==> src/rtl/nibble_serial_adder.sv <==
// -----------------------------------------------------------------------------
// nibble_serial_adder
//   Adds two W-bit operands (W = 4*NIBBLES) plus a carry-in by reusing a single
//   4-bit carry-lookahead slice, one nibble per clock, least-significant first.
//   A valid/ready request is accepted in IDLE. The block spends NIBBLES cycles
//   in RUN, then presents the result in DONE until the consumer takes it.
//
// Parameters
//   NIBBLES   number of 4-bit slices per operand (2..16)
//
// Ports
//   clk        sole clock, rising edge
//   rst_n      asynchronous active-low reset
//   req_valid  requester presents a, b, c_in
//   req_ready  block can accept an operand set (0 while in reset)
//   a, b       W-bit operands, sampled on accept
//   c_in       carry into nibble 0, sampled on accept
//   rsp_valid  result available
//   rsp_ready  consumer takes the result
//   s          W-bit sum, holds the last completed result
//   c_out      carry out of the most-significant nibble
// -----------------------------------------------------------------------------

// 4-bit carry-lookahead slice: all four carries come from generate/propagate
// terms directly, with no ripple between the bit positions.
module CarryLookAheadAdder4Bit (
  input  logic [3:0] a,
  input  logic [3:0] b,
  input  logic       c_in,
  output logic [3:0] s,
  output logic       c_out
);

  logic [3:0] p;
  logic [3:0] g;
  logic [4:0] c;

  assign p = a ^ b;
  assign g = a & b;

  assign c[0] = c_in;
  assign c[1] = g[0] | (p[0] & c[0]);
  assign c[2] = g[1] | (p[1] & g[0]) | (p[1] & p[0] & c[0]);
  assign c[3] = g[2] | (p[2] & g[1]) | (p[2] & p[1] & g[0])
              | (p[2] & p[1] & p[0] & c[0]);
  assign c[4] = g[3] | (p[3] & g[2]) | (p[3] & p[2] & g[1])
              | (p[3] & p[2] & p[1] & g[0]) | (p[3] & p[2] & p[1] & p[0] & c[0]);

  assign s     = p ^ c[3:0];
  assign c_out = c[4];

endmodule

module nibble_serial_adder #(
  parameter int NIBBLES = 4
) (
  input  logic                 clk,
  input  logic                 rst_n,
  input  logic                 req_valid,
  output logic                 req_ready,
  input  logic [4*NIBBLES-1:0] a,
  input  logic [4*NIBBLES-1:0] b,
  input  logic                 c_in,
  output logic                 rsp_valid,
  input  logic                 rsp_ready,
  output logic [4*NIBBLES-1:0] s,
  output logic                 c_out
);

  localparam int W     = 4 * NIBBLES;
  localparam int IDX_W = $clog2(NIBBLES);

  localparam logic [1:0] IDLE = 2'd0;
  localparam logic [1:0] RUN  = 2'd1;
  localparam logic [1:0] DONE = 2'd2;

  localparam logic [IDX_W-1:0] LAST_IDX = IDX_W'(NIBBLES - 1);

  logic [1:0]       state;
  logic [IDX_W-1:0] idx;
  logic             carry;
  logic [W-1:0]     a_q;
  logic [W-1:0]     b_q;
  logic [W-1:0]     s_q;
  logic             c_out_q;
  // Goes high on the first clock edge after reset release; keeps req_ready
  // low for the whole reset interval even though state already reads IDLE.
  logic             out_of_reset;

  logic [3:0]       slice_a;
  logic [3:0]       slice_b;
  logic [3:0]       slice_s;
  logic             slice_c;

  // The single shared slice always looks at the nibble selected by idx; its
  // result only matters in RUN.
  assign slice_a = a_q[4*idx +: 4];
  assign slice_b = b_q[4*idx +: 4];

  CarryLookAheadAdder4Bit u_cla (
    .a     (slice_a),
    .b     (slice_b),
    .c_in  (carry),
    .s     (slice_s),
    .c_out (slice_c)
  );

  // NOTE: state registers use non-blocking assignments so every flop samples
  // pre-edge values; blocking here would make result order-dependent.
  always_ff @(posedge clk or negedge rst_n) begin
    if (!rst_n) begin
      state        <= IDLE;
      idx          <= '0;
      carry        <= 1'b0;
      a_q          <= '0;
      b_q          <= '0;
      s_q          <= '0;
      c_out_q      <= 1'b0;
      out_of_reset <= 1'b0;
    end else begin
      out_of_reset <= 1'b1;
      case (state)
        IDLE: begin
          if (req_valid && out_of_reset) begin
            a_q   <= a;
            b_q   <= b;
            carry <= c_in;
            idx   <= '0;
            state <= RUN;
          end
        end
        RUN: begin
          s_q[4*idx +: 4] <= slice_s;
          carry           <= slice_c;
          if (idx == LAST_IDX) begin
            // idx parks on the last nibble; it is cleared again on accept.
            c_out_q <= slice_c;
            state   <= DONE;
          end else begin
            idx <= idx + 1'b1;
          end
        end
        DONE: begin
          if (rsp_ready) begin
            state <= IDLE;
          end
        end
        default: state <= IDLE;
      endcase
    end
  end

  // NOTE: outputs are pure continuous decodes of registered state, so there
  // is no incompletely-assigned combinational path that could become a latch.
  assign req_ready = out_of_reset && (state == IDLE);
  assign rsp_valid = (state == DONE);
  assign s         = s_q;
  assign c_out     = c_out_q;

endmodule

==> config.mk <==
export PLATFORM = sky130hd
export DESIGN_NAME = nibble_serial_adder
export DESIGN_NICKNAME = d
export VERILOG_FILES = /design/src/rtl/nibble_serial_adder.sv
export SDC_FILE = /design/constraint.sdc
export NUM_CORES = 1
export LEC_CHECK = 0
export ABC_CLOCK_PERIOD_IN_PS = 4600
export CORE_MARGIN = 8
export CORE_UTILIZATION = 39
export DETAILED_ROUTE_END_ITERATION = 10
export PLACE_DENSITY = 0.75
export SETUP_SLACK_MARGIN = 0.3
export SLEW_MARGIN = 20
export SYNTH_ARGS = -nofsm -noshare
export SYNTH_HDL_FRONTEND = slang
export SYNTH_SLANG_ARGS = --single-unit
==> constraint.sdc <==
create_clock -name clk -period 4.6 [get_ports clk]
set_input_delay 0.69 -clock clk [delete_from_list [all_inputs] [get_ports clk]]
set_output_delay 0.69 -clock clk [all_outputs]
set_load 0.01 [all_outputs]
==> flow_summary_export.csv <==
group,metric,value,unit
outcome,status,"finished clean",
setup_path,crit_buf_inv,0,
synthesis,ys_ff_latch,55,
min_path,hold_depth,2,
min_path,min_delay_worst_endpoint,"s[8]",
floorplanning,num_rows,29,
placed_design,numPortBuffers,55,
power,leakage,1.380,nW
setup_path,startpoint_type,"register",
setup_path,worst_ep_arrival_time,2.98,ns
synthesis,synth.top_cell.area_share,52.86,%
min_path,hold_class,"reg2reg",
synthesis,synth_warnings,0,
timing,min_period,2.797,ns
synthesis,synth_edf_count,0,
detailed_routing,post-route-drc-count,0,
global_routing,grt_max_degree,56,
setup_path,crit_chain,"mux4_2, ha_1, a21o_1, a311oi_1, o31ai_1",
setup_path,r2r_end,"s[7]",
power,power_density,713.3,nW/um^2
finish,areaGrowthSynthToFinish,26.33,%
power,sw_frac_of_total,38.27,%
finish,layout_common_cells,"dfrtp_1 (55), clkdlybuf4s50_1 (54), mux2_2 (32), nand2_1 (18), o21ai_0 (12)",
setup_path,cp-startpoint,"idx[0]",
cts,clkSinkCount,55,
timing,maxSlewViolCount,0,
setup_path,r2r_start,"idx[0]",
floorplanning,ios,56,
power,ir_worst_vdd,0.3685,mV
floorplanning,dieArea,9547,sq um
synthesis,yosysSeqAreaShare,52.86,%
timing,max_freq,357.5,MHz
detailed_routing,antenna_left,0,
setup_path,reg2reg_setup_slack,1.80,ns
finish,diodes,0,
timing,timing.slew.headroom,40.18,%
setup_path,end_kind,"register",
setup_path,reg2reg_depth,5,
placed_design,dp_hpwl,4.153,mm
cts,path_clk_slew,0.10,ns
setup_path,required,4.78,ns
synthesis,synthFlopType,"dfrtp_1",
run,cap_viol_max_count,0,
synthesis,synthTopCellsByArea,"dfrtp_1 (53%), mux2_2 (14%), mux4_2 (6.9%)",
power,total_power,0.002346,W
cts,post_cts_buffers,0,
global_routing,grt_usage,12.21,%
detailed_routing,drt_iter0_drc,108,
cts,htreeDepth,2,
placed_design,routabilityCongestion,0.7865,
timing,tightestPinTransition,0.8972,ns
power,comb_power_share,50.5,%
global_routing,grt.overflow.total,0,
timing,hold_viol,0,
cts,insertion_delay,0.31,ns
setup_path,crit_fanout,16,
timing,skew,0.005085,ns
detailed_routing,wirelength,5.417,mm
detailed_routing,via_per_inst,5.308,
detailed_routing,vias,1725,
finish,layout-drive-gt1-share,21.37,%
timing,setup_slack,1.803,ns
detailed_routing,routedWlPerCell,16.67,microns
power,power.switching,0.0008980,W
min_path,hp-start,"s[8]",
synthesis,syn-num-nets,240,
cts,postCtsHoldBufs,0,
timing,setup_tns,0,ns
cts,cts_root_buffer,"clkbuf_8",
global_routing,grt_pass1_wl,9.570,mm
setup_path,path_class,"reg2reg",
floorplanning,start_util,40.54,%
timing,rsz0062_at_grt,"false",
global_routing,antenna_found_initial,0,
synthesis,yosysUniqueCellTypes,35,
cts,post_cts_resized,0,
cts,numCtsBuffers,5,
finish,layout_commonest_cell,"dfrtp_1",
floorplanning,fp.dieW,97.71,microns
timing,timing.final.crit_share,60.81,%
power,intPower,0.001448,W
power,p_clk_share,11.9,%
finish,multiInputGateArea,1154,sq um
timing,setup_viol,0,
global_routing,grt_pass1_vias,1878,
finish,seq_area,1376,sq um
cts,cts_tree,"yes",
synthesis,syn_area,2604,sq um
cts,cts_buffer_depth,2,
synthesis,yosysTopAreaCell,"dfrtp_1",
power,power_frac_seq,37.6,%
synthesis,syn_avg_cell_area,13.63,sq um
synthesis,ys_async_sr_fraction,100.0,%
placed_design,pre_cts_slack,1.795,ns
floorplanning,fp.coreArea,6422,sq um
detailed_routing,first_pass_iters,4,
setup_path,critPathSlowestCell,"dfrtp_1",
finish,nets,296,
setup_path,cp_top_family,"compound AO/OA/AOI/OAI gates",
setup_path,worst-path-stages,5,
setup_path,cpPeakStageDelay,0.82,ns
synthesis,syn_inst,191,
floorplanning,die_y,97.71,microns
finish,num-fill-cells,565,
## metal layers
layer,share of wire (%),up-vias,wire [microns],track usage [%]
li1,-,807,-,-
met1,43,860,2353,15.01
met2,49,51,2650,19.40
met3,6.1,7,333,4.513
met4,1.5,0,79,3.837
met5,0,-,0,0
## Yosys cell counts, types with 3 or more instances
library cell	n
nor2_1	3
mux2_2	32
inv_1	4
buf_6	4
a21o_1	4
o31ai_1	8
nand3b_1	5
o21ai_0	12
mux4_2	8
ha_1	11
dfrtp_1	55
nand2_1	18
## power by group through the flow
stage          Clock (W)  Sequential [W]  Combinational [W]
2_1_floorplan          0        0.000829           0.000877
3_3_place_gp           0        0.000890            0.00116
3_5_place_dp           0        0.000899            0.00119
4_1_cts         0.000288        0.000888            0.00120
5_1_grt         0.000305        0.000925            0.00133
6_report        0.000280        0.000881            0.00119
## logic make-up after synthesis
family | share of synthesized area (%)
AO/OA/AOI/OAI | 8.314
XOR/XNOR | 0.3364
adder cells (fa/ha/maj) | 6.055
buffers and inverters | 2.835
flip-flops | 52.86
multiplexers | 21.14
other | 0.1440
AND/OR/NAND/NOR | 8.313
## registers in the layout (all words and copies together), names as in the netlist
signal        count
state             2
b_q              16
out_of_reset      1
carry             1
idx               2
c_out             1
s                16
a_q              16
## stage by stage
| stage | cells | utilization (%) | area, sq um | hold slack (ns) |
|---|---|---|---|---|
| floorplan | 191 | - | 2604 | 0.3944 |
| global placement | 317 | 49.74 | 3194 | 0.4654 |
| detailed placement | 317 | 49.74 | 3194 | 0.4737 |
| CTS | 325 | 51.22 | 3289 | 0.4953 |
| global route | 325 | 51.22 | 3289 | 0.5266 |
| finish | 325 | 51.22 | 3289 | 0.4856 |
## worst max path at each step
stage,slack (ns),to
after global routing,1.56,s[11]
final,1.80,s[7]
after floorplan,2.12,s[11]
after detailed placement,1.80,s[7]
after CTS,1.77,s[7]
after global placement,1.87,s[7]
## worst reg2reg max path, delay by kind of cell, from the launching register on
kind | cells | cell delay [ns]
DFF | 1 | 0.82
muxes | 1 | 0.66
AOI/OAI and AO/OA | 3 | 0.83
adders and majority gates | 1 | 0.36
## layout make-up
cell class                 count  share of cell area [%]
clock buffer                   7                   2.625
clock inverter                 1                  0.2663
inverter                       4                  0.4564
multi-input combinational    125                   35.07
sequential                    55                   41.84
tap                           77                   2.929
timing repair buffer          56                   16.81
No activity file was read; power rests on OpenSTA's default activity.
